`src/rtl/uart_pkg.sv`:
```
// uart_pkg: FSM state type, data width and baud divisor helper shared by uart_rx
package uart_pkg;
  localparam int DATA_W = 8;
  typedef enum logic [2:0] {IDLE, START, DATA, PARITY, STOP, WAIT_IDLE} state_t;
  function automatic int calc_div(input int clk_freq, input int baud, input int os);
    return clk_freq / (baud * os);
  endfunction
endpackage

```
`src/rtl/uart_rx_if.sv`:
```
// uart_rx_if: serial line plus received byte and status pulses
interface uart_rx_if;
  logic rx;
  logic [uart_pkg::DATA_W-1:0] rx_data;
  logic rx_valid, frame_err, parity_err, rx_busy;
  modport master (output rx, input rx_data, rx_valid, frame_err, parity_err, rx_busy);
  modport slave (input rx, output rx_data, rx_valid, frame_err, parity_err, rx_busy);
endinterface

```
`src/rtl/uart_rx_baud_gen.sv`:
```
// uart_rx_baud_gen: oversample tick divider, one pulse every DIV clocks, restartable by clr_i
module uart_rx_baud_gen #(
  parameter int DIV = 54
) (
  input  logic sys_clk,
  input  logic rst_n,
  input  logic clr_i,
  output logic tick_o
);
  localparam int W = DIV > 1 ? $clog2(DIV) : 1;
  logic [W-1:0] cnt_q, cnt_d;
  assign tick_o = cnt_q == W'(DIV - 1);
  // restart on clear so tick phase follows the start edge, wrap after the terminal count
  always_comb cnt_d = (clr_i || tick_o) ? '0 : cnt_q + 1'b1;
  // counter register
  always_ff @(posedge sys_clk or negedge rst_n)
    if (!rst_n) cnt_q <= '0;
    else cnt_q <= cnt_d;
endmodule

```
`src/rtl/uart_rx.sv`:
```
// uart_rx: oversampling 8-bit UART receiver; define UART_RX_PARITY_EN for an even parity bit
module uart_rx
  import uart_pkg::*;
#(
  parameter int CLK_FREQ   = 100_000_000,
  parameter int BAUD       = 115200,
  parameter int OVERSAMPLE = 16
) (
  input logic      sys_clk,
  input logic      rst_n,
  uart_rx_if.slave bus
);
  localparam int DIV = calc_div(CLK_FREQ, BAUD, OVERSAMPLE);
  localparam int TW = $clog2(OVERSAMPLE);
  localparam int BW = $clog2(DATA_W);
  localparam logic [TW-1:0] MID = TW'(OVERSAMPLE / 2 - 1);
  localparam logic [TW-1:0] LAST = TW'(OVERSAMPLE - 1);
  state_t state_q, state_d;
  logic [1:0] sync_q;
  logic prev_q;
  logic [TW-1:0] tcnt_q, tcnt_d;
  logic [BW-1:0] bit_q, bit_d;
  logic [DATA_W-1:0] shift_q, shift_d, data_q, data_d;
  logic valid_q, valid_d, ferr_q, ferr_d;
  logic rx_s, fall, tick, sample;
`ifdef UART_RX_PARITY_EN
  logic perr_q, perr_d, pbad_q, pbad_d;
  assign bus.parity_err = perr_q;
`else
  assign bus.parity_err = 1'b0;
`endif
  assign rx_s = sync_q[1];
  assign fall = prev_q & ~rx_s;
  assign sample = tick && tcnt_q == (state_q == START ? MID : LAST);
  assign bus.rx_data = data_q;
  assign bus.rx_valid = valid_q;
  assign bus.frame_err = ferr_q;
  assign bus.rx_busy = state_q != IDLE;
  uart_rx_baud_gen #(.DIV(DIV)) u_baud (
    .sys_clk(sys_clk),
    .rst_n  (rst_n),
    .clr_i  (state_q == IDLE && fall),
    .tick_o (tick)
  );
  // frame sequencing: every bit after the start is sampled one full bit after the previous mid-bit sample
  always_comb begin
    state_d = state_q;
    tcnt_d = tick ? tcnt_q + 1'b1 : tcnt_q;
    bit_d = bit_q;
    shift_d = shift_q;
    data_d = data_q;
    valid_d = 1'b0;
    ferr_d = 1'b0;
`ifdef UART_RX_PARITY_EN
    perr_d = 1'b0;
    pbad_d = pbad_q;
`endif
    case (state_q)
      IDLE: if (fall) begin
        state_d = START;
        tcnt_d = '0;
      end
      START: if (sample) begin
        state_d = rx_s ? IDLE : DATA;
        tcnt_d = '0;
        bit_d = '0;
      end
      DATA: if (sample) begin
        shift_d = {rx_s, shift_q[DATA_W-1:1]};
        tcnt_d = '0;
        bit_d = bit_q + 1'b1;
`ifdef UART_RX_PARITY_EN
        if (bit_q == BW'(DATA_W - 1)) state_d = PARITY;
`else
        if (bit_q == BW'(DATA_W - 1)) state_d = STOP;
`endif
      end
`ifdef UART_RX_PARITY_EN
      PARITY: if (sample) begin
        pbad_d = rx_s ^ (^shift_q);
        tcnt_d = '0;
        state_d = STOP;
      end
`endif
      STOP: if (sample) begin
        state_d = rx_s ? IDLE : WAIT_IDLE;
        valid_d = rx_s;
        ferr_d = ~rx_s;
        data_d = rx_s ? shift_q : data_q;
`ifdef UART_RX_PARITY_EN
        perr_d = rx_s & pbad_q;
`endif
      end
      WAIT_IDLE: if (rx_s) state_d = IDLE;
      default: state_d = IDLE;
    endcase
  end
  // state, datapath and synchronizer registers; reset drops any partial frame
  always_ff @(posedge sys_clk or negedge rst_n)
    if (!rst_n) begin
      state_q <= IDLE;
      sync_q <= 2'b11;
      prev_q <= 1'b1;
      tcnt_q <= '0;
      bit_q <= '0;
      shift_q <= '0;
      data_q <= '0;
      valid_q <= 1'b0;
      ferr_q <= 1'b0;
`ifdef UART_RX_PARITY_EN
      perr_q <= 1'b0;
      pbad_q <= 1'b0;
`endif
    end else begin
      state_q <= state_d;
      sync_q <= {sync_q[0], bus.rx};
      prev_q <= rx_s;
      tcnt_q <= tcnt_d;
      bit_q <= bit_d;
      shift_q <= shift_d;
      data_q <= data_d;
      valid_q <= valid_d;
      ferr_q <= ferr_d;
`ifdef UART_RX_PARITY_EN
      perr_q <= perr_d;
      pbad_q <= pbad_d;
`endif
    end
endmodule

```
`src/flat_wrapper.sv`:
```
// flat-port wrapper written by rule: the top's interface ports become plain ports
module uart_rx_flat import uart_pkg::*;
#(
  parameter int CLK_FREQ   = 100_000_000,
  parameter int BAUD       = 115200,
  parameter int OVERSAMPLE = 16
)
  (sys_clk, rst_n, bus_rx, bus_rx_data, bus_rx_valid, bus_frame_err, bus_parity_err, bus_rx_busy);
  uart_rx_if bus_i ();
  input logic sys_clk;
  input logic rst_n;
  input wire logic [$bits(bus_i.rx)-1:0] bus_rx;
  output wire logic [$bits(bus_i.rx_data)-1:0] bus_rx_data;
  output wire logic [$bits(bus_i.rx_valid)-1:0] bus_rx_valid;
  output wire logic [$bits(bus_i.frame_err)-1:0] bus_frame_err;
  output wire logic [$bits(bus_i.parity_err)-1:0] bus_parity_err;
  output wire logic [$bits(bus_i.rx_busy)-1:0] bus_rx_busy;
  assign bus_i.rx = bus_rx;
  assign bus_rx_data = bus_i.rx_data;
  assign bus_rx_valid = bus_i.rx_valid;
  assign bus_frame_err = bus_i.frame_err;
  assign bus_parity_err = bus_i.parity_err;
  assign bus_rx_busy = bus_i.rx_busy;
  uart_rx #(.CLK_FREQ(CLK_FREQ), .BAUD(BAUD), .OVERSAMPLE(OVERSAMPLE)) u_core (.sys_clk(sys_clk), .rst_n(rst_n), .bus(bus_i));
endmodule
```
`config.mk`:
```
export PLATFORM = sky130hd
export DESIGN_NAME = uart_rx_flat
export DESIGN_NICKNAME = d
export VERILOG_FILES = /design/src/rtl/uart_pkg.sv /design/src/rtl/uart_rx_if.sv /design/src/rtl/uart_rx_baud_gen.sv /design/src/rtl/uart_rx.sv /design/src/flat_wrapper.sv
export SDC_FILE = /design/constraint.sdc
export NUM_CORES = 1
export LEC_CHECK = 0
export CORE_UTILIZATION = 30
export DETAILED_ROUTE_END_ITERATION = 16
export PLACE_DENSITY = 0.45
export SYNTH_ARGS = -nofsm -noshare
export SYNTH_HDL_FRONTEND = slang
export SYNTH_SLANG_ARGS = --single-unit
```
`constraint.sdc`:
```
create_clock -name sys_clk -period 5.15 [get_ports sys_clk]
set_clock_uncertainty 0.15 [all_clocks]
set_input_delay 1.03 -clock sys_clk [delete_from_list [all_inputs] [get_ports sys_clk]]
set_output_delay 1.03 -clock sys_clk [all_outputs]
set_load 0.005 [all_outputs]
```
==> flow_summary.yaml <==
floorplanning:
  dieArea_mm2: 0.00625
  fp-row-count: 27
  die_y_um: 79.0
  die_w_um: 79.0
  core_mm2: 0.00561
  pin_count: 15
  start_util: 0.317
placed_design:
  post_dp_cell_area_mm2: 0.00195
  port_buffers: 13
  dp_hpwl_um: 2060
  gp_congestion: 0.773
clock_network:
  cts-root-buf: "clkbuf_8"
  cts-hold-fix-buffers: 0
  clockBufferDepth: 2
  htreeDepth: 2
  clkSlewWorstSetupHoldPaths_ns: 0.07
  cts.sinks: 37
  cts_tree: "yes"
  cts_buffers: 5
  post_cts_buffers: 0
  cts-resized-gates: 0
  clock_latency_ns: 0.28
setup_path:
  crit_path_end_kind: "output port"
  reg2reg_depth: 6
  startpoint: "u_core.state_q[1]"
  crit_path_max_incr_delay_ns: 0.54
  r2r_end: "u_core.bus.rx_data[1]"
  crit_arrival_ns: 1.75
  cp_slowest_cell: "dfrtp_1"
  r2r_slack_ns: 2.55
  crit_path_cell_trace: "or3_1 > clkdlybuf4s50_1"
  path_class: "reg2out"
  endpoint: "bus_rx_busy"
  worstSetupStartpointType: "register"
  crit_path_max_fanout: 15
  worstPathRequired_ns: 3.97
  r2r_start: "u_core.u_baud.cnt_q[1]"
synth:
  ys_warn_count: 0
  syn_inst: 148
  synth.area.top_cells: "dfrtp_1, mux2_4, dfstp_2"
  async_flop_share: 1.00
  synth_enable_flop_cells: 0
  synth_area_mm2: 0.00178
  ys_types: 44
  ys_seq_area_frac: 0.522
  synth_top_flop_cell: "dfrtp_1"
  synth_fp_nets: 156
  yosysTopAreaCellShare: 0.478
  yosys_register_bits: 37
  syn_avg_cell_area_um2: 12.0
  synth_top_cell_by_area: "dfrtp_1"
timing:
  fin_tns_setup_ns: 0
  worst_pin_slew_ns: 0.823
  final.min_clock_period_ns: 2.93
  relSlewSlack: 0.451
  setup_viol: 0
  fin_crit_sh: 0.569
  hold_violations: 0
  fmax_mhz: 342
  timing.hold.ws_ns: 0.206
  rsz0062_at_grt: "false"
  slew_violations: 0
drt:
  post_drt_wl_per_cell_um: 12.9
  wirelength_um: 3000
  antenna_left: 0
  vias: 1126
  drt-pass1-iter-count: 4
  routed_via_density: 4.85
  first_iter_violations: 31
  drcViolationCount: 0
global_route:
  grt_max_degree: 38
  grt.total_usage: 0.111
  overflow: 0
  grt_pass1_wl_um: 5390
  grt_antenna_before_repair: 0
  grt_pass1_vias: 1154
worst_hold_path:
  hp-start: "u_core.sync_q[0]"
  hp-class: "reg2reg"
final_layout:
  diodes: 0
  fin_nets: 167
  design_area_mm2: 0.00205
  final_layout_size_suffix_gt1_frac: 0.200
  area_delta_synth_final_pct: 15.1
flow_run:
  maxCapViolCount: 0
power:
  leakagePower_nw: 1.01
  vdd_ir_drop_max_mv: 0.191
  power-per-cell-area_mw_per_mm2: 331
  total_power_mw: 0.679
run_status:
  outcome: "completed"
how the worst min path moves through the flow:
stage / end / slack [ns] / cells past startpoint
3_3_place_gp: u_core.sync_q[1] / 0.20 / 0
3_5_place_dp: u_core.sync_q[1] / 0.20 / 0
2_1_floorplan: u_core.sync_q[1] / 0.20 / 0
5_1_grt: u_core.sync_q[1] / 0.21 / 0
6_report: u_core.sync_q[1] / 0.21 / 0
4_1_cts: u_core.sync_q[1] / 0.21 / 0
registers in the layout (all words and copies together) (netlist names):
signal,cells
u_core.bus.rx_data,8
u_core.u_baud.cnt_q,6
u_core.bus.frame_err,1
u_core.bus.rx_valid,1
u_core.bit_q,3
u_core.prev_q,1
u_core.sync_q,2
u_core.tcnt_q,4
u_core.shift_q,8
u_core.state_q,3
stage by stage:
step	setup slack [ns]	util	std cells
floorplan	2.87	-	148
finish	2.22	0.365	232
detailed placement	2.52	0.347	224
global placement	2.51	0.347	224
CTS	2.20	0.365	232
global route	2.13	0.365	232
per-layer routing:
layer / part of all wire / vias up / global-route usage / wire length (um)
met3: 0.040 / 3 / 0.0322 / 121
met2: 0.49 / 19 / 0.187 / 1470
met5: 0 / - / 0 / 0
met4: 0.0060 / 0 / 0.0382 / 18
met1: 0.46 / 555 / 0.136 / 1380
li1: - / 549 / - / -
kinds of logic (layout without fill, tap and decap cells):
family,Yosys count,count (layout),share of synthesized area
and+or+nand+nor,51,51,0.168
DFF,37,37,0.522
AOI/OAI and AO/OA,18,18,0.0661
muxes,17,17,0.136
buffers and inverters,11,23,0.0309
xor gates and xnor gates,8,8,0.0394
adders and majority gates,5,5,0.0351
other,1,1,0.00211
area by class of cell:
cell class,instances,area [um2]
Fill cell,570,3560
Timing Repair Buffer,13,125
Tap cell,72,90.1
Inverter,2,7.51
Multi-Input combinational cell,100,796
Sequential cell,37,930
Clock buffer,7,96.3
Clock inverter,1,5.00
where the power goes:
part,leakage (nW),switching [mW],internal (mW)
registers,0.490,0.0335,0.323
clock network,0.0542,0.0977,0.121
logic,0.465,0.0564,0.0469
worst max-delay path: cells and delay by family (launching register included):
family / cells / cell delay (ns)
buf+inv: 1 / 0.47
simple gates: 1 / 0.47
flops: 1 / 0.54
Yosys cell counts, drive strengths merged, types with 4 or more instances:
cell type / instances
mux2: 16
nor2: 9
nand2: 8
clkbuf: 4
buf: 5
nand3: 5
a21oi: 5
xor2: 5
ha: 5
dfrtp: 34
nor4: 4
placed cells by master, fill, tap and decap left out, types with 5 or more instances in the layout:
cell and instances:
nand3_1 5, dfrtp_1 34, xor2_1 5, nand2_1 8
mux2_4 14, clkdlybuf4s50_1 12, nor2_1 9, clkbuf_8 7
a21oi_1 5, ha_1 5
(Power assumes the default switching activity.)
